File: src/rtl/des_pkg.sv
// Shared DES key-schedule constants: permutation tables, shift schedules, FSM states.
package des_pkg;

    localparam int DES_KEY_W    = 64;
    localparam int DES_SUBKEY_W = 48;
    localparam int DES_HALF_W   = 28;
    localparam int DES_CD_W     = 56;

    typedef enum logic {
        ST_IDLE = 1'b0,
        ST_RUN  = 1'b1
    } sched_state_e;

    // PC-1: DES key bit numbers (1 = MSB) feeding C (first 28) and D (last 28).
    localparam int PC1 [56] = '{
        57, 49, 41, 33, 25, 17,  9,  1, 58, 50, 42, 34, 26, 18,
        10,  2, 59, 51, 43, 35, 27, 19, 11,  3, 60, 52, 44, 36,
        63, 55, 47, 39, 31, 23, 15,  7, 62, 54, 46, 38, 30, 22,
        14,  6, 61, 53, 45, 37, 29, 21, 13,  5, 28, 20, 12,  4
    };

    // PC-2: CD bit numbers (1 = MSB of C) selected into the 48-bit subkey.
    localparam int PC2 [48] = '{
        14, 17, 11, 24,  1,  5,  3, 28, 15,  6, 21, 10,
        23, 19, 12,  4, 26,  8, 16,  7, 27, 20, 13,  2,
        41, 52, 31, 37, 47, 55, 30, 40, 51, 45, 33, 48,
        44, 49, 39, 56, 34, 53, 46, 42, 50, 36, 29, 32
    };

    // Per-round rotate amounts; decrypt round 0 uses the unrotated C0/D0.
    localparam logic [1:0] SHL [16] = '{
        2'd1, 2'd1, 2'd2, 2'd2, 2'd2, 2'd2, 2'd2, 2'd2,
        2'd1, 2'd2, 2'd2, 2'd2, 2'd2, 2'd2, 2'd2, 2'd1
    };
    localparam logic [1:0] SHR [16] = '{
        2'd0, 2'd1, 2'd2, 2'd2, 2'd2, 2'd2, 2'd2, 2'd2,
        2'd1, 2'd2, 2'd2, 2'd2, 2'd2, 2'd2, 2'd2, 2'd1
    };

    // PC-1 selection; result bit 55 is C bit 1, bit 0 is D bit 28.
    function automatic logic [DES_CD_W-1:0] pc1_select(input logic [DES_KEY_W-1:0] key);
        logic [DES_CD_W-1:0] cd;
        cd = '0;
        for (int j = 0; j < DES_CD_W; j++) begin
            cd[6'(55 - j)] = key[6'(64 - PC1[j[5:0]])];
        end
        return cd;
    endfunction

    function automatic logic [DES_HALF_W-1:0] rotl28(input logic [DES_HALF_W-1:0] x,
                                                     input logic [1:0] n);
        case (n)
            2'd1:    return {x[26:0], x[27]};
            2'd2:    return {x[25:0], x[27:26]};
            default: return x;
        endcase
    endfunction

    function automatic logic [DES_HALF_W-1:0] rotr28(input logic [DES_HALF_W-1:0] x,
                                                     input logic [1:0] n);
        case (n)
            2'd1:    return {x[0], x[27:1]};
            2'd2:    return {x[1:0], x[27:2]};
            default: return x;
        endcase
    endfunction

endpackage

File: src/rtl/des_pc2.sv
// Combinational PC-2 selection from a 56-bit C/D pair down to a 48-bit round subkey.
module des_pc2
    import des_pkg::*;
(
    input  logic [DES_CD_W-1:0]     cd_i,
    output logic [DES_SUBKEY_W-1:0] subkey_o
);

    // Pure bit selection; subkey bit 47 is DES subkey bit 1.
    always_comb begin
        subkey_o = '0;
        for (int j = 0; j < DES_SUBKEY_W; j++) begin
            subkey_o[6'(47 - j)] = cd_i[6'(56 - PC2[j[5:0]])];
        end
    end

endmodule

File: src/rtl/des_key_sched.sv
// Iterative DES key schedule: one 48-bit subkey per handshake, in encrypt or decrypt order.
module des_key_sched
    import des_pkg::*;
#(
    parameter int PARITY_CHECK = 0
) (
    input  logic                    clk,
    input  logic                    rst_n,
    input  logic [DES_KEY_W-1:0]    key_in,
    input  logic                    decrypt,
    input  logic                    key_valid,
    output logic                    key_ready,
    output logic                    key_parity_err,
    output logic [DES_SUBKEY_W-1:0] subkey,
    output logic [3:0]              subkey_round,
    output logic                    subkey_last,
    output logic                    subkey_valid,
    input  logic                    subkey_ready
);

    sched_state_e state_q, state_d;

    logic [DES_HALF_W-1:0]   c_q, d_q, c_d, d_d;
    logic [DES_HALF_W-1:0]   src_c, src_d, c_rot, d_rot;
    logic [DES_SUBKEY_W-1:0] subkey_q, subkey_d, pc2_out;
    logic [DES_CD_W-1:0]     pc1_out;
    logic [3:0]              round_q, round_d, round_nxt;
    logic                    valid_q, valid_d;
    logic                    last_q, last_d;
    logic                    dec_q, dec_d;
    logic                    perr_q, perr_d;
    logic                    load, rot_right;
    logic [1:0]              shamt;
    logic [7:0]              byte_even;
    logic                    parity_bad;

    assign pc1_out   = pc1_select(key_in);
    assign round_nxt = round_q + 4'd1;

    assign byte_even = {~^key_in[63:56], ~^key_in[55:48], ~^key_in[47:40], ~^key_in[39:32],
                        ~^key_in[31:24], ~^key_in[23:16], ~^key_in[15:8],  ~^key_in[7:0]};
    assign parity_bad = (PARITY_CHECK != 0) && (|byte_even);

    // Next-state and datapath control: load a fresh key in IDLE, step one round per accept in RUN.
    always_comb begin
        state_d   = state_q;
        round_d   = round_q;
        valid_d   = valid_q;
        last_d    = last_q;
        dec_d     = dec_q;
        perr_d    = perr_q;
        load      = 1'b0;
        rot_right = dec_q;
        src_c     = c_q;
        src_d     = d_q;
        shamt     = 2'd0;
        unique case (state_q)
            ST_IDLE: begin
                if (key_valid) begin
                    state_d        = ST_RUN;
                    {src_c, src_d} = pc1_out;
                    rot_right      = decrypt;
                    shamt          = decrypt ? SHR[0] : SHL[0];
                    load           = 1'b1;
                    round_d        = 4'd0;
                    valid_d        = 1'b1;
                    last_d         = 1'b0;
                    dec_d          = decrypt;
                    perr_d         = parity_bad;
                end
            end
            ST_RUN: begin
                if (subkey_ready) begin
                    if (round_q == 4'd15) begin
                        state_d = ST_IDLE;
                        valid_d = 1'b0;
                        last_d  = 1'b0;
                        round_d = 4'd0;
                    end else begin
                        shamt   = dec_q ? SHR[round_nxt] : SHL[round_nxt];
                        load    = 1'b1;
                        round_d = round_nxt;
                        last_d  = (round_nxt == 4'd15);
                    end
                end
            end
            default: state_d = ST_IDLE;
        endcase
    end

    assign c_rot = rot_right ? rotr28(src_c, shamt) : rotl28(src_c, shamt);
    assign d_rot = rot_right ? rotr28(src_d, shamt) : rotl28(src_d, shamt);

    des_pc2 u_pc2 (
        .cd_i     ({c_rot, d_rot}),
        .subkey_o (pc2_out)
    );

    assign c_d      = load ? c_rot   : c_q;
    assign d_d      = load ? d_rot   : d_q;
    assign subkey_d = load ? pc2_out : subkey_q;

    // All schedule state; stalls simply leave every register unchanged.
    always_ff @(posedge clk or negedge rst_n) begin
        if (!rst_n) begin
            state_q  <= ST_IDLE;
            c_q      <= '0;
            d_q      <= '0;
            subkey_q <= '0;
            round_q  <= 4'd0;
            valid_q  <= 1'b0;
            last_q   <= 1'b0;
            dec_q    <= 1'b0;
            perr_q   <= 1'b0;
        end else begin
            state_q  <= state_d;
            c_q      <= c_d;
            d_q      <= d_d;
            subkey_q <= subkey_d;
            round_q  <= round_d;
            valid_q  <= valid_d;
            last_q   <= last_d;
            dec_q    <= dec_d;
            perr_q   <= perr_d;
        end
    end

    assign key_ready      = (state_q == ST_IDLE);
    assign key_parity_err = perr_q;
    assign subkey         = subkey_q;
    assign subkey_round   = round_q;
    assign subkey_last    = last_q;
    assign subkey_valid   = valid_q;

endmodule

File: config.mk
export PLATFORM = sky130hd
export DESIGN_NAME = des_key_sched
export DESIGN_NICKNAME = d
export VERILOG_FILES = /design/src/rtl/des_pkg.sv /design/src/rtl/des_pc2.sv /design/src/rtl/des_key_sched.sv
export SDC_FILE = /design/constraint.sdc
export NUM_CORES = 1
export LEC_CHECK = 0
export CAP_MARGIN = 20
export CORE_UTILIZATION = 45
export CTS_CLUSTER_DIAMETER = 120
export DETAILED_ROUTE_END_ITERATION = 12
export PLACE_DENSITY_LB_ADDON = 0.08
export SLEW_MARGIN = 20
export SYNTH_ARGS = -nofsm -noshare
export SYNTH_HDL_FRONTEND = slang
export SYNTH_SLANG_ARGS = --single-unit
export TNS_END_PERCENT = 10
File: constraint.sdc
create_clock -name clk -period 2.6 [get_ports clk]
set_input_delay 0.39 -clock clk [delete_from_list [all_inputs] [get_ports clk]]
set_output_delay 0.39 -clock clk [all_outputs]
set_load 0.05 [all_outputs]
* After elaboration in Yosys (flattened, before gate mapping)
Memories as Yosys holds them, arrays and structs flattened.
Cells that the tools add are included.
** Word-level totals
- Input port bits :: 69
- Output and inout port bits :: 56
- ROM bits :: 64
- Word-level logic and storage cells :: 63
- Register bits after elaboration :: 90
- Memories kept :: 2
** Operators by class
- $add $sub $neg :: 1
- Reductions and logical operators :: 2
- Eq/ne operators :: 7
- Magnitude comparators :: 1
- Multiplexer cells :: 40
- Bitwise gates (word level) :: 2
** Memory list
- (name not given) :: depth 16, bits a word 2, read ports 1, clocked after memory_dff 0, wr ports 0, RTL line des_key_sched.sv:80 : shamt = dec_q ? SHR[round_nxt] : SHL[round_nxt];
- (name not given) :: depth 16, bits a word 2, read ports 1, clocked after memory_dff 0, wr ports 0, RTL line des_key_sched.sv:80
** Operator list (count)
- $pmux W28 S2 :: 4
- $mux W28 :: 6
- $mux W1 :: 14
- $mux W2 :: 7
- $mux W4 :: 3
- $eq A4 B4 Y1 const B :: 2
- $pmux W1 S2 :: 4
- $pmux W4 S2 :: 1
- $ge A5 B5 Y1 const B :: 1
- $not A4 Y5 :: 1
- $add A4 B1 Y4 const B :: 1
- $ne A2 B2 Y1 const B :: 2
- $pmux W2 S2 :: 1
- $reduce_and A3 Y1 :: 1
- $eq A2 B1 Y1 const B :: 1
- $eq A2 B2 Y1 const B :: 1
- $ne A2 B1 Y1 const B :: 1
- $reduce_and A2 Y1 :: 1
- $not A1 Y1 :: 1

* Depth between registers and ports, before layout
- Depth in word-level cells :: 12
- Depth in mapped cells :: 15
- Mapped depth without buffers :: 13

* Cells and area by module
A second synthesis with hierarchy kept.
** Unflattened totals
- Cell total of the unflattened synthesis :: 870
- Area, all modules :: 7264.5 um^2
** By module, submodules not included
- des_key_sched :: cells an instance 821, times used 1, sequential area each 2802.7 um^2, area an instance 6900.4 um^2
- des_pc2 :: cells an instance 49, times used 1, sequential area each 0.0 um^2, area an instance 364.1 um^2

* Least setup slack after synthesis
Ideal clock, no wire load.
- Path type :: flip-flop to flip-flop
- Start :: reg round_q[0] (netlist: subkey_round[0])
- End :: reg d_q[8]
- Path buffers :: 2
- Path slack :: -509 ps
- Arrival time :: 3006 ps
- Stages on the path, launching flop included :: 14
- Clock period less this slack :: 3109 ps
- Library setup time :: 104 ps
- Required time :: 2496 ps
- Cells stage by stage :: dfrtp_1 > inv_1 > ha_1 > mux2i_1 > a32o_1 > a22oi_1 > o22a_1 > ha_1 > buf_2 > clkbuf_1 > nand2_1 > a21oi_1 > o21ai_0 > a221oi_1
** Between the ends
- Longest elaborated chain between the ends :: 12
- Elaborated cells on any way between the ends :: 21
- Those cells by class :: add/sub (1); eq/ne (3); mux (14); bitwise (1); memory (2)
** RTL lines
- from (decl) :: RTL line des_key_sched.sv:27 : logic [3:0] round_q, round_d, round_nxt;
- from (signal assigned) :: RTL line des_key_sched.sv:120 : round_q <= round_d;
- $add A4 B1 Y4 :: RTL line des_key_sched.sv:38 : assign round_nxt = round_q + 4'd1;
- $not A4 Y5 (implied by the code) :: RTL line des_key_sched.sv:80
- $mem_v2 Z16 W2
- $mux W2 (implied by the code) (2 in a row) :: RTL line des_key_sched.sv:80
- $mux W2 :: RTL line des_key_sched.sv:80
- $mux W2 :: RTL line des_key_sched.sv:74 : if (round_q == 4'd15) begin
- $mux W2 :: RTL line des_key_sched.sv:73 : if (subkey_ready) begin
- $pmux W2 S2 :: RTL line des_key_sched.sv:57 : unique case (state_q)
- $eq A2 B2 Y1 / $eq A2 B1 Y1 (equally long branches) :: RTL line des_pkg.sv:52, des_pkg.sv:61
- $pmux W28 S2 (on tied branches) :: RTL line des_pkg.sv:52, des_pkg.sv:61
- $mux W28 :: RTL line des_key_sched.sv:92 : assign d_rot = rot_right ? rotr28(src_d, shamt) : rotl28(src_d, shamt);
- to (signal assigned) :: RTL line des_key_sched.sv:108 : d_q <= '0;
- to (signal assigned) :: RTL line des_key_sched.sv:118 : d_q <= d_d;
- to (decl) :: RTL line des_key_sched.sv:23 : logic [DES_HALF_W-1:0] c_q, d_q, c_d, d_d;
Several ways; a longest one is shown, not always the timed one. The select of a mux whose other input is x is not followed.
A chain may end at the register's enable or synchronous reset.

* Worst setup path after layout
- Start :: reg round_q[0] (netlist: subkey_round[0])
- End :: reg c_q[2]
** Between the ends
- Longest elaborated chain between the ends :: 12
- Elaborated cells on any way between the ends :: 21
- Those cells by class :: add/sub (1); eq/ne (3); mux (14); bitwise (1); memory (2)
** RTL lines
- $add A4 B1 Y4 :: RTL line des_key_sched.sv:38
- $not A4 Y5 (implied by the code) :: RTL line des_key_sched.sv:80
- $mem_v2 Z16 W2
- $mux W2 (implied by the code) (2 in a row) :: RTL line des_key_sched.sv:80
- $mux W2 :: RTL line des_key_sched.sv:80
- $mux W2 :: RTL line des_key_sched.sv:74
- $mux W2 :: RTL line des_key_sched.sv:73
- $pmux W2 S2 :: RTL line des_key_sched.sv:57
- $eq A2 B2 Y1 / $eq A2 B1 Y1 (equally long branches) :: RTL line des_pkg.sv:52, des_pkg.sv:61
- $pmux W28 S2 (on tied branches) :: RTL line des_pkg.sv:52, des_pkg.sv:61
- $mux W28 :: RTL line des_key_sched.sv:91 : assign c_rot = rot_right ? rotr28(src_c, shamt) : rotl28(src_c, shamt);
- to (signal assigned) :: RTL line des_key_sched.sv:107 : c_q <= '0;
- to (signal assigned) :: RTL line des_key_sched.sv:117 : c_q <= c_d;
- to (decl) :: RTL line des_key_sched.sv:23
Several ways; a longest one is shown, not always the timed one. The select of a mux whose other input is x is not followed.

==> results by stage <==
Synth:
- The count of warnings emitted by yosys is 0.
- The mean instance size in the synthesized netlist is 8.942 um^2.
- The flop and latch count out of synthesis is 64.
- The cell area that synthesis handed to floorplanning was 4936 um^2.
- The most used flip-flop cell after synthesis is sky130_fd_sc_hd__dfrtp_1.
- The number of flops mapped to enable cells by yosys is 0.
- Synthesis produced 552 cells.
- Sequential elements use 32.45% of the synthesized area.
- After synthesis, the netlist uses 58 different library cells.
- The async set-reset flop share out of synthesis is 100.0%.

GRT:
- The number of antenna violations at the first check in global routing is 0.
- Entering global routing, the biggest net connects 62 pins.
- The combined global-route utilization of all metal layers is 25.85%.
- The via count of the first global-routing pass is 4610.
- Global routing finished with a remaining overflow of 0.
- The first global-routing pass estimated 23320 um of wire.

Setup path:
- Counting cells, the worst reg-to-reg path comes to 13.
- The startpoint type of the worst setup path is a flip-flop.
- The worst path required time is 2880 ps.
- For flop-to-flop paths, the worst setup slack is -160 ps.
- The arrival time at the worst endpoint is 3050 ps.
- The maximum fanout count along the critical path is 6.
- STA classifies the critical path endpoint as a flip-flop.
- The startpoint identified for the worst register-to-register timing path is subkey_round[0]$_DFFE_PN0P_.
- By startpoint and endpoint, the worst setup path is classified as reg -> reg.
- The worst flop-to-flop path endpoint is c_q[2]$_DFFE_PN0P_.

Clock network:
- The longest clock path from root to sink contains 2 buffers.
- The level count of the clock H-tree is 3.
- Clock-pin slew was measured on the worst setup and hold paths at 70 ps.
- The number of clock sinks is 64.
- TritonCTS built the clock tree.
- The number of clock buffers added by TritonCTS is 9.
- The clock latency on the worst-skew pair is 360 ps.
- The tree is rooted in a sky130_fd_sc_hd__clkbuf_8.

Power and ir drop:
- The total power after layout is 10.09 mW.
- The total leakage power is 2.695 nW.
- The total power density per cell area is 1486 nW/um^2.
- The worst-case vdd ir drop is 0.8243 mV.

Timing:
- For this run, the top clock speed supported by timing is 0.3617 GHz.
- Across all setup checks in the final design, the least slack found is -164.6 ps.
- For the pin with the worst max-slew slack, the measured transition is 895.0 ps.
- Setup repair after global routing could not meet its margin everywhere.
- The setup skew after layout is 10.84 ps.
- The worst path in the final design needs a cycle of 2765 ps, including I/O delays and setup.
- The worst slew margin relative to its limit is 40.33%.
- The final hold violation count was 0.
- The total negative slack for setup checks is -3477 ps.
- Setup violations remaining at the end of the flow were counted as 50.
- The number of max-slew violations in the final report is 0.
- Dividing the final minimum period by the clock period gives 106.3%.

Layout:
- The synthesis-to-finish area growth is 37.52%.
- In the layout the commonest cells are sky130_fd_sc_hd__buf_4 (68), sky130_fd_sc_hd__dfrtp_1 (61), sky130_fd_sc_hd__clkdlybuf4s50_1 (52), sky130_fd_sc_hd__nand2_1 (51), sky130_fd_sc_hd__a22oi_1 (32).
- The net count of the finished layout is 699.
- The fraction of final layout cells sized beyond drive strength 1 is 38.31%.
- Leaving out fill and tap cells, the most frequent cell in the layout is sky130_fd_sc_hd__buf_4.
- The antenna diode count is 0.
- The finished layout holds 765 standard cells, fillers aside.

Drt:
- The via count of the routed design is 4961.
- Using the TritonRoute via totals, the vias-per-cell ratio works out to 6.485.
- The detail route stage leaves a number of antenna-violating nets equal to 0.
- The detailed-route wire length on metal 1 is 6787 um.
- The first TritonRoute pass finished after 5 iterations.
- For this run, design rule violations remaining after detail routing come to 0.
- The highest layer touched by signal routing is met4.
- The overall routed net length is 15560 um.
- In the detailed route, the total length drawn on met2 is 7594 um.
- In the final routed layout, each cell accounts on average for 20.34 um.
- The total length of routed met3 wires is 912 um.
- The number of violations reported at the end of detailed-routing iteration 0 is 341.

Place:
- In this run the tool buffered the top-level ports with 53 buffer cells.
- The count of placed standard cells including taps is 736.
- The detailed placement HPWL is 9852 um.
- The final RePlAce weighted congestion is 0.8717.

Floorplanning:
- The area of the die is 11390 um^2.
- The floorplan step defined a core boundary enclosing 10460 um^2.
- Measured along the y axis, the die boundary spans 106.7 um.
- The cell row count is 37.
- Once the floorplan was initialized, standard cells occupied 47.18% of the core.
- The die is 106.7 um wide.
- 125 I/O pins were placed.

Min path:
- In this run the worst hold path is classified as in -> async.

Outcome:
- The final reports fail on negative setup slack.
- The run finished, with violations left.

Job:
- The tool flagged a number of max-cap violations equal to 0.
power by group:
part / internal, mW / switching (mW) / total [mW]
Sequential: 1.38 / 0.510 / 1.89
Clock: 0.489 / 0.420 / 0.909
Combinational: 3.27 / 4.02 / 7.29
layout make-up:
cell class | instances | area (um^2)
Clock buffer | 12 | 155.1
Inverter | 10 | 41.29
Clock inverter | 3 | 42.54
Multi-Input combinational cell | 394 | 3263
Sequential cell | 64 | 1605
Timing Repair Buffer | 146 | 1510
Tap cell | 136 | 170.2
Fill cell | 889 | 3675
cells by family (layout without fill, tap and decap cells):
logic type,after synthesis,count (layout),share of synthesized area (%)
AOI/OAI and AO/OA,228,228,35.82
buffers and inverters,116,171,13.84
other,1,23,0.07597
muxes,28,28,6.337
xor gates and xnor gates,4,4,0.7099
adders and majority gates,5,5,1.267
DFF,64,64,32.45
and+or+nand+nor,106,106,9.506
cell usage after synthesis (5+ instances only):
library cell | instances | area, um^2
sky130_fd_sc_hd__a311oi_1 | 6 | 52.55
sky130_fd_sc_hd__o21ai_0 | 11 | 55.05
sky130_fd_sc_hd__dfrtp_1 | 64 | 1602
sky130_fd_sc_hd__a221o_1 | 8 | 80.08
sky130_fd_sc_hd__a21oi_1 | 28 | 140.1
sky130_fd_sc_hd__a32oi_1 | 5 | 43.79
sky130_fd_sc_hd__o22ai_1 | 11 | 68.82
sky130_fd_sc_hd__nand3_1 | 11 | 55.05
sky130_fd_sc_hd__mux2_2 | 9 | 101.4
sky130_fd_sc_hd__buf_4 | 49 | 367.9
sky130_fd_sc_hd__a221oi_1 | 31 | 271.5
sky130_fd_sc_hd__a22oi_1 | 40 | 300.3
sky130_fd_sc_hd__buf_6 | 5 | 56.30
sky130_fd_sc_hd__buf_2 | 21 | 105.1
sky130_fd_sc_hd__a31oi_1 | 5 | 31.28
sky130_fd_sc_hd__a211oi_1 | 22 | 165.2
sky130_fd_sc_hd__ha_1 | 5 | 62.56
sky130_fd_sc_hd__a31o_2 | 24 | 210.2
sky130_fd_sc_hd__o221a_2 | 5 | 56.30
sky130_fd_sc_hd__mux2i_1 | 14 | 140.1
sky130_fd_sc_hd__inv_1 | 9 | 33.78
sky130_fd_sc_hd__nor2_1 | 18 | 67.56
sky130_fd_sc_hd__nand2_1 | 57 | 214.0
sky130_fd_sc_hd__clkbuf_1 | 27 | 101.4
metrics by stage:
stage / hold slack [ps] / worst slack [ps] / instance area, um^2 / utilization (%)
after CTS: 15.24 / -123.2 / 6361 / 60.80
after global routing: 35.93 / -282.5 / 6788 / 64.88
after detailed placement: 395.4 / -327.5 / 6070 / 58.01
after global placement: 380.7 / -290.8 / 6070 / 58.01
final: 3.728 / -164.6 / 6788 / 64.88
after floorplan: 94.41 / -47.47 / 5380 / -
worst max path at each step:
stage | from | to | slack (ps) | depth (start not counted)
floorplan | subkey_round[1]$_DFFE_PN0P_ | d_q[7]$_DFFE_PN0P_ | -50 | 13
global placement | subkey_ready | c_q[0]$_DFFE_PN0P_ | -290 | 13
detailed placement | subkey_ready | c_q[0]$_DFFE_PN0P_ | -330 | 13
CTS | subkey_round[0]$_DFFE_PN0P_ | c_q[27]$_DFFE_PN0P_ | -120 | 12
global route | subkey_round[0]$_DFFE_PN0P_ | c_q[2]$_DFFE_PN0P_ | -280 | 13
finish | subkey_round[0]$_DFFE_PN0P_ | c_q[2]$_DFFE_PN0P_ | -160 | 13
sequential cells by signal, summed over array words and instances, names as in the netlist:
| register | flops |
|---|---|
| c_q | 28 |
| d_q | 27 |
| dec_q | 1 |
| state_q | 1 |
| subkey | 1 |
| subkey_last | 1 |
| subkey_round | 4 |
| subkey_valid | 1 |
metal layers:
metal	up-vias	track usage, %
li1	2242	-
met1	2497	34.59
met2	195	42.26
met3	27	4.195
met4	0	9.002
met5	-	0
what timing repair did:
item | in CTS | in global routing
hold buffers | 0 | 0
gates resized for setup | 22 | 54
hold endpoints to repair | 0 | 0
buffers inserted | 3 | 5
gates cloned | 0 | 6
pin swaps | 4 | 23
endpoints found under the setup margin | 50 | 55
worst max-delay path, stage by stage, from the launching register on:
cell and delay [ps]:
sky130_fd_sc_hd__dfrtp_2 440, sky130_fd_sc_hd__buf_6 130, sky130_fd_sc_hd__buf_6 110, sky130_fd_sc_hd__xor2_2 170, sky130_fd_sc_hd__a32o_2 250, sky130_fd_sc_hd__a22oi_2 220
sky130_fd_sc_hd__o22a_1 210, sky130_fd_sc_hd__ha_4 230, sky130_fd_sc_hd__buf_6 150, sky130_fd_sc_hd__nand2_1 60, sky130_fd_sc_hd__a31oi_1 170, sky130_fd_sc_hd__a21oi_1 60
sky130_fd_sc_hd__or3_1 360, sky130_fd_sc_hd__a21oi_1 120
(Power assumes the default switching activity.)
